### src/rtl/div_unit_pkg.sv
// Shared definitions for the sequential divider: default width and FSM state encodings.
// The CPU control FSM decodes these same state values for its DIV wait states.
package div_unit_pkg;

  localparam int DIV_WIDTH = 32;

  typedef enum logic [1:0] {
    S_IDLE = 2'd0,
    S_CALC = 2'd1,
    S_FIX  = 2'd2,
    S_DONE = 2'd3
  } div_state_e;

endpackage

### src/rtl/div_unit_if.sv
// Control-unit <-> divider signal bundle. The control unit is the master and the divider is the slave.
interface div_unit_if import div_unit_pkg::*; #(
  parameter int WIDTH = DIV_WIDTH
) ();

  logic             start;
  logic [WIDTH-1:0] dividend;
  logic [WIDTH-1:0] divisor;
  logic             busy;
  logic             done;
  logic             div_zero;
  logic [WIDTH-1:0] hi;
  logic [WIDTH-1:0] lo;

  modport master (
    output start, dividend, divisor,
    input  busy, done, div_zero, hi, lo
  );

  modport slave (
    input  start, dividend, divisor,
    output busy, done, div_zero, hi, lo
  );

endinterface

### src/rtl/div_step.sv
// One restoring-division iteration: shift {rem,quo} left, trial-subtract the divisor, keep or restore.
module div_step #(
  parameter int WIDTH = 32
) (
  input  logic [WIDTH-1:0] rem_in,
  input  logic [WIDTH-1:0] quo_in,
  input  logic [WIDTH-1:0] dvs,
  output logic [WIDTH-1:0] rem_out,
  output logic [WIDTH-1:0] quo_out
);

  // One extra bit so the borrow out of the trial subtract shows up as the sign.
  logic [WIDTH:0] diff;

  assign diff = {rem_in, quo_in[WIDTH-1]} - {1'b0, dvs};

  // Keep the difference when it did not borrow, otherwise keep the shifted remainder.
  always_comb begin
    rem_out = {rem_in[WIDTH-2:0], quo_in[WIDTH-1]};
    quo_out = {quo_in[WIDTH-2:0], 1'b0};
    if (!diff[WIDTH]) begin
      rem_out    = diff[WIDTH-1:0];
      quo_out[0] = 1'b1;
    end
  end

endmodule

### src/rtl/div_unit.sv
// Sequential signed divider for DIV: quotient to LO, remainder to HI, one quotient bit per cycle.
// Operands are converted to magnitudes at start, divided unsigned, then sign-fixed in a single FIX cycle.
module div_unit import div_unit_pkg::*; #(
  parameter int WIDTH = DIV_WIDTH
) (
  input  logic       clk,
  input  logic       reset,
  div_unit_if.slave  bus
);

  localparam int CNT_W = $clog2(WIDTH) + 1;

  div_state_e       state, state_nxt;
  logic [CNT_W-1:0] cnt;
  logic [WIDTH-1:0] rem, quo, dvs;
  logic [WIDTH-1:0] rem_nxt, quo_nxt;
  logic [WIDTH-1:0] hi_q, lo_q;
  logic             neg_q, neg_r, dz;
  logic [WIDTH-1:0] dvd_mag, dvs_mag;
  logic             dvs_zero;

  // -MIN wraps back to MIN, which is the right magnitude when read as unsigned.
  assign dvd_mag  = bus.dividend[WIDTH-1] ? -bus.dividend : bus.dividend;
  assign dvs_mag  = bus.divisor[WIDTH-1]  ? -bus.divisor  : bus.divisor;
  assign dvs_zero = (bus.divisor == '0);

  div_step #(.WIDTH(WIDTH)) u_step (
    .rem_in  (rem),
    .quo_in  (quo),
    .dvs     (dvs),
    .rem_out (rem_nxt),
    .quo_out (quo_nxt)
  );

  // State register.
  always_ff @(posedge clk or negedge reset) begin
    if (!reset) state <= S_IDLE;
    else        state <= state_nxt;
  end

  // Next-state decode; start is only honoured in IDLE, and DONE always returns to IDLE.
  always_comb begin
    state_nxt = state;
    case (state)
      S_IDLE: if (bus.start) state_nxt = dvs_zero ? S_DONE : S_CALC;
      S_CALC: if (cnt == CNT_W'(WIDTH - 1)) state_nxt = S_FIX;
      S_FIX:  state_nxt = S_DONE;
      S_DONE: state_nxt = S_IDLE;
      default: state_nxt = S_IDLE;
    endcase
  end

  // Datapath: latch operands, iterate, sign-fix into hi/lo, track divide-by-zero flag.
  always_ff @(posedge clk or negedge reset) begin
    if (!reset) begin
      cnt   <= '0;
      rem   <= '0;
      quo   <= '0;
      dvs   <= '0;
      neg_q <= 1'b0;
      neg_r <= 1'b0;
      dz    <= 1'b0;
      hi_q  <= '0;
      lo_q  <= '0;
    end else begin
      case (state)
        S_IDLE: if (bus.start) begin
          if (dvs_zero) begin
            dz <= 1'b1;
          end else begin
            quo   <= dvd_mag;
            dvs   <= dvs_mag;
            rem   <= '0;
            cnt   <= '0;
            neg_q <= bus.dividend[WIDTH-1] ^ bus.divisor[WIDTH-1];
            neg_r <= bus.dividend[WIDTH-1];
          end
        end
        S_CALC: begin
          rem <= rem_nxt;
          quo <= quo_nxt;
          cnt <= cnt + CNT_W'(1);
        end
        S_FIX: begin
          lo_q <= neg_q ? -quo : quo;
          hi_q <= neg_r ? -rem : rem;
        end
        S_DONE: dz <= 1'b0;
        default: ;
      endcase
    end
  end

  assign bus.busy     = (state == S_CALC) || (state == S_FIX);
  assign bus.done     = (state == S_DONE);
  assign bus.div_zero = dz;
  assign bus.hi       = hi_q;
  assign bus.lo       = lo_q;

endmodule

### src/flat_wrapper.sv
// flat-port wrapper written by rule: the top's interface ports become plain ports
module div_unit_flat import div_unit_pkg::*;
#(
  parameter int WIDTH = DIV_WIDTH
)
  (clk, reset, bus_start, bus_dividend, bus_divisor, bus_busy, bus_done, bus_div_zero, bus_hi, bus_lo);
  div_unit_if #(.WIDTH(WIDTH)) bus_i ();
  input  logic clk;
  input  logic reset;
  input wire logic [$bits(bus_i.start)-1:0] bus_start;
  input wire logic [$bits(bus_i.dividend)-1:0] bus_dividend;
  input wire logic [$bits(bus_i.divisor)-1:0] bus_divisor;
  output wire logic [$bits(bus_i.busy)-1:0] bus_busy;
  output wire logic [$bits(bus_i.done)-1:0] bus_done;
  output wire logic [$bits(bus_i.div_zero)-1:0] bus_div_zero;
  output wire logic [$bits(bus_i.hi)-1:0] bus_hi;
  output wire logic [$bits(bus_i.lo)-1:0] bus_lo;
  assign bus_i.start = bus_start;
  assign bus_i.dividend = bus_dividend;
  assign bus_i.divisor = bus_divisor;
  assign bus_busy = bus_i.busy;
  assign bus_done = bus_i.done;
  assign bus_div_zero = bus_i.div_zero;
  assign bus_hi = bus_i.hi;
  assign bus_lo = bus_i.lo;
  div_unit #(.WIDTH(WIDTH)) u_core (.clk(clk), .reset(reset), .bus(bus_i));
endmodule
### config.mk
export PLATFORM = sky130hd
export DESIGN_NAME = div_unit_flat
export DESIGN_NICKNAME = d
export VERILOG_FILES = /design/src/rtl/div_unit_pkg.sv /design/src/rtl/div_unit_if.sv /design/src/rtl/div_step.sv /design/src/rtl/div_unit.sv /design/src/flat_wrapper.sv
export SDC_FILE = /design/constraint.sdc
export NUM_CORES = 1
export LEC_CHECK = 0
export ABC_AREA = 1
export CORE_UTILIZATION = 45
export DETAILED_ROUTE_END_ITERATION = 6
export DONT_BUFFER_PORTS = 1
export PLACE_DENSITY_LB_ADDON = 0.05
export SLEW_MARGIN = 20
export SYNTH_ARGS = -nofsm -noshare
export SYNTH_HDL_FRONTEND = slang
export SYNTH_SLANG_ARGS = --single-unit
### constraint.sdc
create_clock -name clk -period 1.96 [get_ports clk]
set_input_delay 0.588 -clock clk [delete_from_list [all_inputs] [get_ports clk]]
set_output_delay 0.588 -clock clk [all_outputs]
set_load 0.05 [all_outputs]
==> flow_summary.toml, run 1 <==
[drt]
avgRoutedWirePerCell_um = 16.0
vias = 13700
drt-total-wl_um = 42400
drt_pass1_iterations = 5
drt-initial-drc-count = 1223
drc = 0
antenna_left = 0
vias_per_cell = 5.17

[yosys]
yosysUniqueCellTypes = 44
syn_avg_cell_area_um2 = 6.51
synthCells = 2011
yosys_warnings = 0
yosysTopAreaCell = "dfrtp_1"
syn_nets = 2120
synth_top_area_share_pct = 32.7
ys_ff_latch = 171
yosysSeqAreaShare_pct = 32.7
synth_area_leaders = "dfrtp_1, nand2_1, inv_1"
netlist_area_mm2 = 0.0131

[floorplanning]
fp.dieH_um = 173
pin_count = 134
die_x_um = 173
floorplan.initialDensity_pct = 45.7
dieArea_mm2 = 0.0298
row_count = 62
core_mm2 = 0.0286

[outcome]
outcome = "finished, violations left"
violations = "negative hold slack, negative setup slack"

[placed_design]
dpl.hpwl_um = 32400
place.gp.congestion = 0.929
io_buffers = 0
pre_cts_ws_ps = -413
place_area_mm2 = 0.0154
placedCellCount = 2599

[global_route]
grt_max_degree = 172
grt_pass1_vias = 12800
grt_overflow = 0
grt.total_usage_pct = 28.3
grt_pass1_wl_um = 67300
antenna_found_initial = 0

[sta]
fin_crit_ps = 2260
setup_viol = 33
max_freq_mhz = 443
whs_ps = -166
tightest_slew_ps = 661
grt_setup_unrepaired = "yes"
slew_violations = 0
post-route-period-util_pct = 115
hold_violations = 171
setup_ws_ps = -295
skew_ps = 14.7
max_slew_margin_pct = 55.9

[worst_setup_path]
startpoint_type = "flip-flop"
worstSetupPathType = "flip-flop to flip-flop"
crit_path_end_kind = "flip-flop"
rrSetupSlack_ps = -300
path_max_fanout = 5
cp.required_ps = 2290
arrival_ps = 2590

[layout]
multiInputGateArea_mm2 = 0.00801
syn_to_final_growth_pct = 27.4
drive_above_1_share_pct = 19.4
final_nets = 2365
num_antenna_cells = 0
fin_cells = 2653
fill_cells = 2813
final-seq-area_mm2 = 0.00429
final_area_mm2 = 0.0167

[clock_network]
clock_path_buffers = 2
cts_tree = "yes"
clock_sink_count = 171
h-tree-depth = 4
cts-root-buf = "clkbuf_16"
clkTransAtPathRegs_ps = 70
cts_buffers = 17
insertion_delay_ps = 450

[power]
power_density_mw_per_mm2 = 2110
p_leak_uw = 0.00861
ir_drop_uv = 983

[min_path]
hp-class = "primary input to async pin"

[job]
drv_cap = 0
[cells by family after synthesis]
kind of cell             Yosys count  synth area share (%)
XOR/XNOR                          78                  5.22
adder cells (fa/ha/maj)           42                  4.07
AND/OR/NAND/NOR                 1177                  38.6
buffers and inverters            331                  10.0
flip-flops                       171                  32.7
AO/OA/AOI/OAI                    212                  9.41
[path summary, 6_finish.rpt]
kind	from	endpoint	depth (start not counted)
max in group asynchronous	reset	u_core.dvs[2]$_DFFE_PN0P_	0
min in group clk	bus_divisor[19]	u_core.dvs[19]$_DFFE_PN0P_	2
worst max register to register	u_core.dvs[0]$_DFFE_PN0P_	u_core.rem[25]$_DFFE_PN0P_	16
worst max-delay path	u_core.dvs[0]$_DFFE_PN0P_	u_core.rem[25]$_DFFE_PN0P_	16
worst min register to register	u_core.dvs[20]$_DFFE_PN0P_	u_core.dvs[20]$_DFFE_PN0P_	2
worst min-delay path	reset	u_core.bus.hi[5]$_DFFE_PN0P_	0
[state kept, by name, summed over array words and instances, names as in the netlist]
| register | count |
|---|---|
| u_core.state | 2 |
| u_core.neg_q | 1 |
| u_core.cnt | 6 |
| u_core.rem | 32 |
| u_core.bus.hi | 32 |
| u_core.neg_r | 1 |
| u_core.bus.lo | 32 |
| u_core.quo | 32 |
| u_core.dvs | 32 |
| u_core.bus.div_zero | 1 |
[cells in the mapped netlist (all sizes together)]
cell     number
a21o          3
a21oi        36
a31oi        18
and2          3
and3          1
buf          29
clkbuf       30
dfrtp       171
fa            1
ha           41
inv         272
nand2       709
nand3       199
nand3b       20
nand4        33
nor2        176
nor3         23
nor4          5
o2111ai       1
o211ai       32
o21a          2
o21ai       110
o22ai         3
o31ai         7
or2           8
xnor2        21
xor2         57
[metal layers]
metal	GRT usage [%]	vias up	part of all wire [%]
met5	0	-	0
met4	5.17	0	1.2
met3	6.64	33	8.6
met2	38.8	498	39
met1	44.6	6282	51
li1	-	6908	-
[area by class of cell]
class	instances	share of cell area, %
well taps	384	2.88
clock inverters	13	0.796
multi-input cells	1514	48.1
inverters	272	6.12
flip-flops and latches	171	25.7
clock buffers	19	2.72
repair buffers	280	13.7
[stage by stage]
stage          power [uW]  utilization (%)  TNS [ps]
6_report            35200             58.2     -8520
5_1_grt             38100             58.2    -12550
2_1_floorplan       21200                -     -2830
4_1_cts             33700             56.7     -7860
3_5_place_dp        29300             53.7    -26540
3_3_place_gp        29000             53.7    -23150
[report_power, final]
part	switching, uW	internal, uW	leakage (uW)
sequential	3800	5190	0.00212
combinational	13000	9720	0.00620
clock	1650	1860	0.000286
total	18500	16800	0.00861
[critical path, stage by stage, from the launching register on]
cell and delay, ps:
dfrtp_1 440, ha_4 190, fa_2 340, inv_2 70, nand2_2 50, nand2_2 70, nand3_2 60, nand2_2 90
nand2_2 60, nand2_2 90, nand2_4 100, nand3_4 110, buf_12 140, buf_6 120, nand3_2 70, nand3_1 90
nand2_1 70
[cells in the final DEF, fill, tap and decap left out, types with 6 or more instances in the layout]
master	netlist	final
nand3_2	1	14
nand2_4	6	6
ha_4	0	14
nor2_1	166	156
o211ai_1	32	32
xnor2_1	21	21
xor2_1	57	55
nand2_2	8	16
nand2_8	1	6
buf_4	2	264
nand2_1	694	685
o21ai_1	7	11
nand3b_1	20	20
ha_1	41	25
nand4_1	33	33
or2_2	7	7
o31ai_1	7	7
dfrtp_2	0	6
dfrtp_1	171	165
nor2_2	6	16
clkbuf_16	0	19
a31oi_1	18	18
inv_2	6	13
inv_1	266	259
nor3_1	21	16
o21ai_0	101	96
buf_12	0	9
nand3_1	197	182
a21oi_1	32	29
[timing repair]
action | 4_1_cts | 5_1_grt
setup buffers | 9 | 4
pin swaps | 15 | 24
hold endpoints to repair | 171 | 171
gates cloned | 2 | 7
resized for setup | 23 | 67
endpoints found under the setup margin | 41 | 73
Power figures use the tool's default switching activity.
==> run 2, diff against run 1 <==
- REMOVE_ABC_BUFFERS: unset -> 1
==> run 2 against run 1 <==
Net effect: the flow still finishes with violations (negative hold slack, negative setup slack); clock skew fell by 2.3 ps; via count down 1.3%; cell count shrank 0.79%; sequential share of layout area down 0.079 points; largest power group unchanged.
==> flow_summary.toml, run 2 (same netlist as run 1, synthesis figures left out) <==
[layout]
syn_to_final_growth_pct = 27.9
final_nets = 2344
utilization_pct = 58.4
num_antenna_cells = 0
drive_above_1_share_pct = 20.7
final_cell_mix = "nand2_1, inv_1, buf_4"
final_common_cell = "nand2_1"

[floorplanning]
pin_count = 134
dieArea_mm2 = 0.0298
floorplan.initialDensity_pct = 45.7
fp.dieH_um = 173
row_count = 62
core_mm2 = 0.0286
die_x_um = 173

[clock_network]
cts-root-buf = "clkbuf_16"
cts_buffers = 17
clock_sink_count = 171
insertion_delay_ps = 440
clkTransAtPathRegs_ps = 80
h-tree-depth = 4
clock_path_buffers = 2
cts_tree = "yes"

[drt]
vias_per_cell = 5.15
drt-total-wl_um = 41700
antenna_left = 0
drt-initial-drc-count = 1033
avgRoutedWirePerCell_um = 15.8
drc = 0
vias = 13500
drt_pass1_iterations = 7

[sta]
setup_ws_ps = -259
fin_crit_ps = 2220
whs_ps = -160
post-route-period-util_pct = 113
grt_setup_unrepaired = "yes"
hold_violations = 171
slew_violations = 0
setup_viol = 37
tightest_slew_ps = 560
skew_ps = 12.3
max_slew_margin_pct = 62.3
max_freq_mhz = 451

[power]
power_density_mw_per_mm2 = 2100
finalPower_uw = 35200
p_leak_uw = 0.00855
ir_drop_uv = 1230

[worst_setup_path]
crit_path_end_kind = "flip-flop"
cp_top_family = "simple AND/OR/NAND/NOR gates"
cp_cell_sequence = "ha_4 -> fa_2 -> inv_2 -> nand2_2 -> nand2_2 -> nand3_2 -> nand2_2 -> nand2_2 -> nand2_4 -> nand2_4 -> nand3_4 -> buf_12 -> buf_12 -> nand3_1 -> nand3_1 -> nand2_1"
cp-startpoint = "u_core.dvs[0]$_DFFE_PN0P_"
cp.required_ps = 2290
cp_common_cell = "nand2_2"
startpoint_type = "flip-flop"
critPathBufInv = 3
worstSetupPathType = "flip-flop to flip-flop"
worstReg2RegStart = "u_core.dvs[0]$_DFFE_PN0P_"
critical-path-max-stage-delay_ps = 420
rrSetupSlack_ps = -260
path_max_fanout = 7
arrival_ps = 2550
crit_path_top_delay_cell = "dfrtp_1"

[global_route]
grt_pass1_wl_um = 67000
antenna_found_initial = 0
grt_pass1_vias = 12800
grt.total_usage_pct = 28.0
grt_overflow = 0
grt_max_degree = 172

[placed_design]
place.gp.congestion = 0.973
io_buffers = 0
dpl.hpwl_um = 31500

[job]
drv_cap = 0

[outcome]
outcome = "finished, violations left"
violations = "negative hold slack, negative setup slack"

[min_path]
hp-class = "primary input to async pin"
==> run 2: cell count changes in the layout (fill, tap and decap cells not counted), moves of 6 or more <==
cell,delta
nand2_2,+8
nand3_2,+21
nand3_1,-22
nand2_1,-9
inv_1,-7
o21ai_1,+6
buf_4,-22
ha_1,-8
ha_4,+8
==> run 2: path summary, 6_finish.rpt <==
check	end	cells after the start
min reg2reg	u_core.dvs[20]$_DFFE_PN0P_	2
max	u_core.rem[17]$_DFFE_PN0P_	16
max in group asynchronous	u_core.state[0]$_DFFE_PN0P_	0
min	u_core.bus.hi[8]$_DFFE_PN0P_	0
min in group clk	u_core.quo[0]$_DFFE_PN0P_	2
max reg2reg	u_core.rem[17]$_DFFE_PN0P_	16
==> run 2: layer usage <==
metal | wire length, um | vias to the layer above | track usage [%] | share of wire, %
li1 | - | 6859 | - | -
met1 | 20800 | 6233 | 42.9 | 50
met2 | 17400 | 424 | 40.5 | 42
met3 | 3010 | 31 | 4.84 | 7.2
met4 | 527 | 0 | 6.40 | 1.3
met5 | 0 | - | 0 | 0
==> run 2: power by group <==
| part | internal (uW) | total, uW | switching, uW | leakage (uW) |
|---|---|---|---|---|
| registers | 5190 | 8980 | 3790 | 0.00212 |
| logic | 9610 | 22600 | 13000 | 0.00613 |
| clock network | 1940 | 3570 | 1630 | 0.000290 |
==> run 2: stage by stage <==
stage / instances / TNS, ps / hold slack [ps] / cell area [um2] / setup WS [ps]
floorplan: 1952 / -82810 / 292 / 12800 / -1170
global placement: 2579 / -26540 / 297 / 15200 / -366
detailed placement: 2579 / -29390 / 297 / 15200 / -414
CTS: 2620 / -7710 / -171 / 16200 / -272
global route: 2632 / -11540 / -178 / 16700 / -350
finish: 2632 / -7440 / -160 / 16700 / -259
==> run 2: final cells by class <==
| type | count | area (um2) |
|---|---|---|
| clock buffer | 18 | 439 |
| clock inverter | 14 | 158 |
| fill | 2793 | 11900 |
| inverter | 272 | 1030 |
| multi-input combinational | 1512 | 8210 |
| sequential | 171 | 4290 |
| tap | 384 | 480 |
| timing repair buffer | 261 | 2120 |
==> run 2: timing repair <==
item                       4_1_cts  5_1_grt
buffers inserted                 7       11
hold endpoints to repair       171      171
gates cloned                     2        3
setup endpoints to repair       43       97
pin swaps                       27       33
resized for setup               59      104
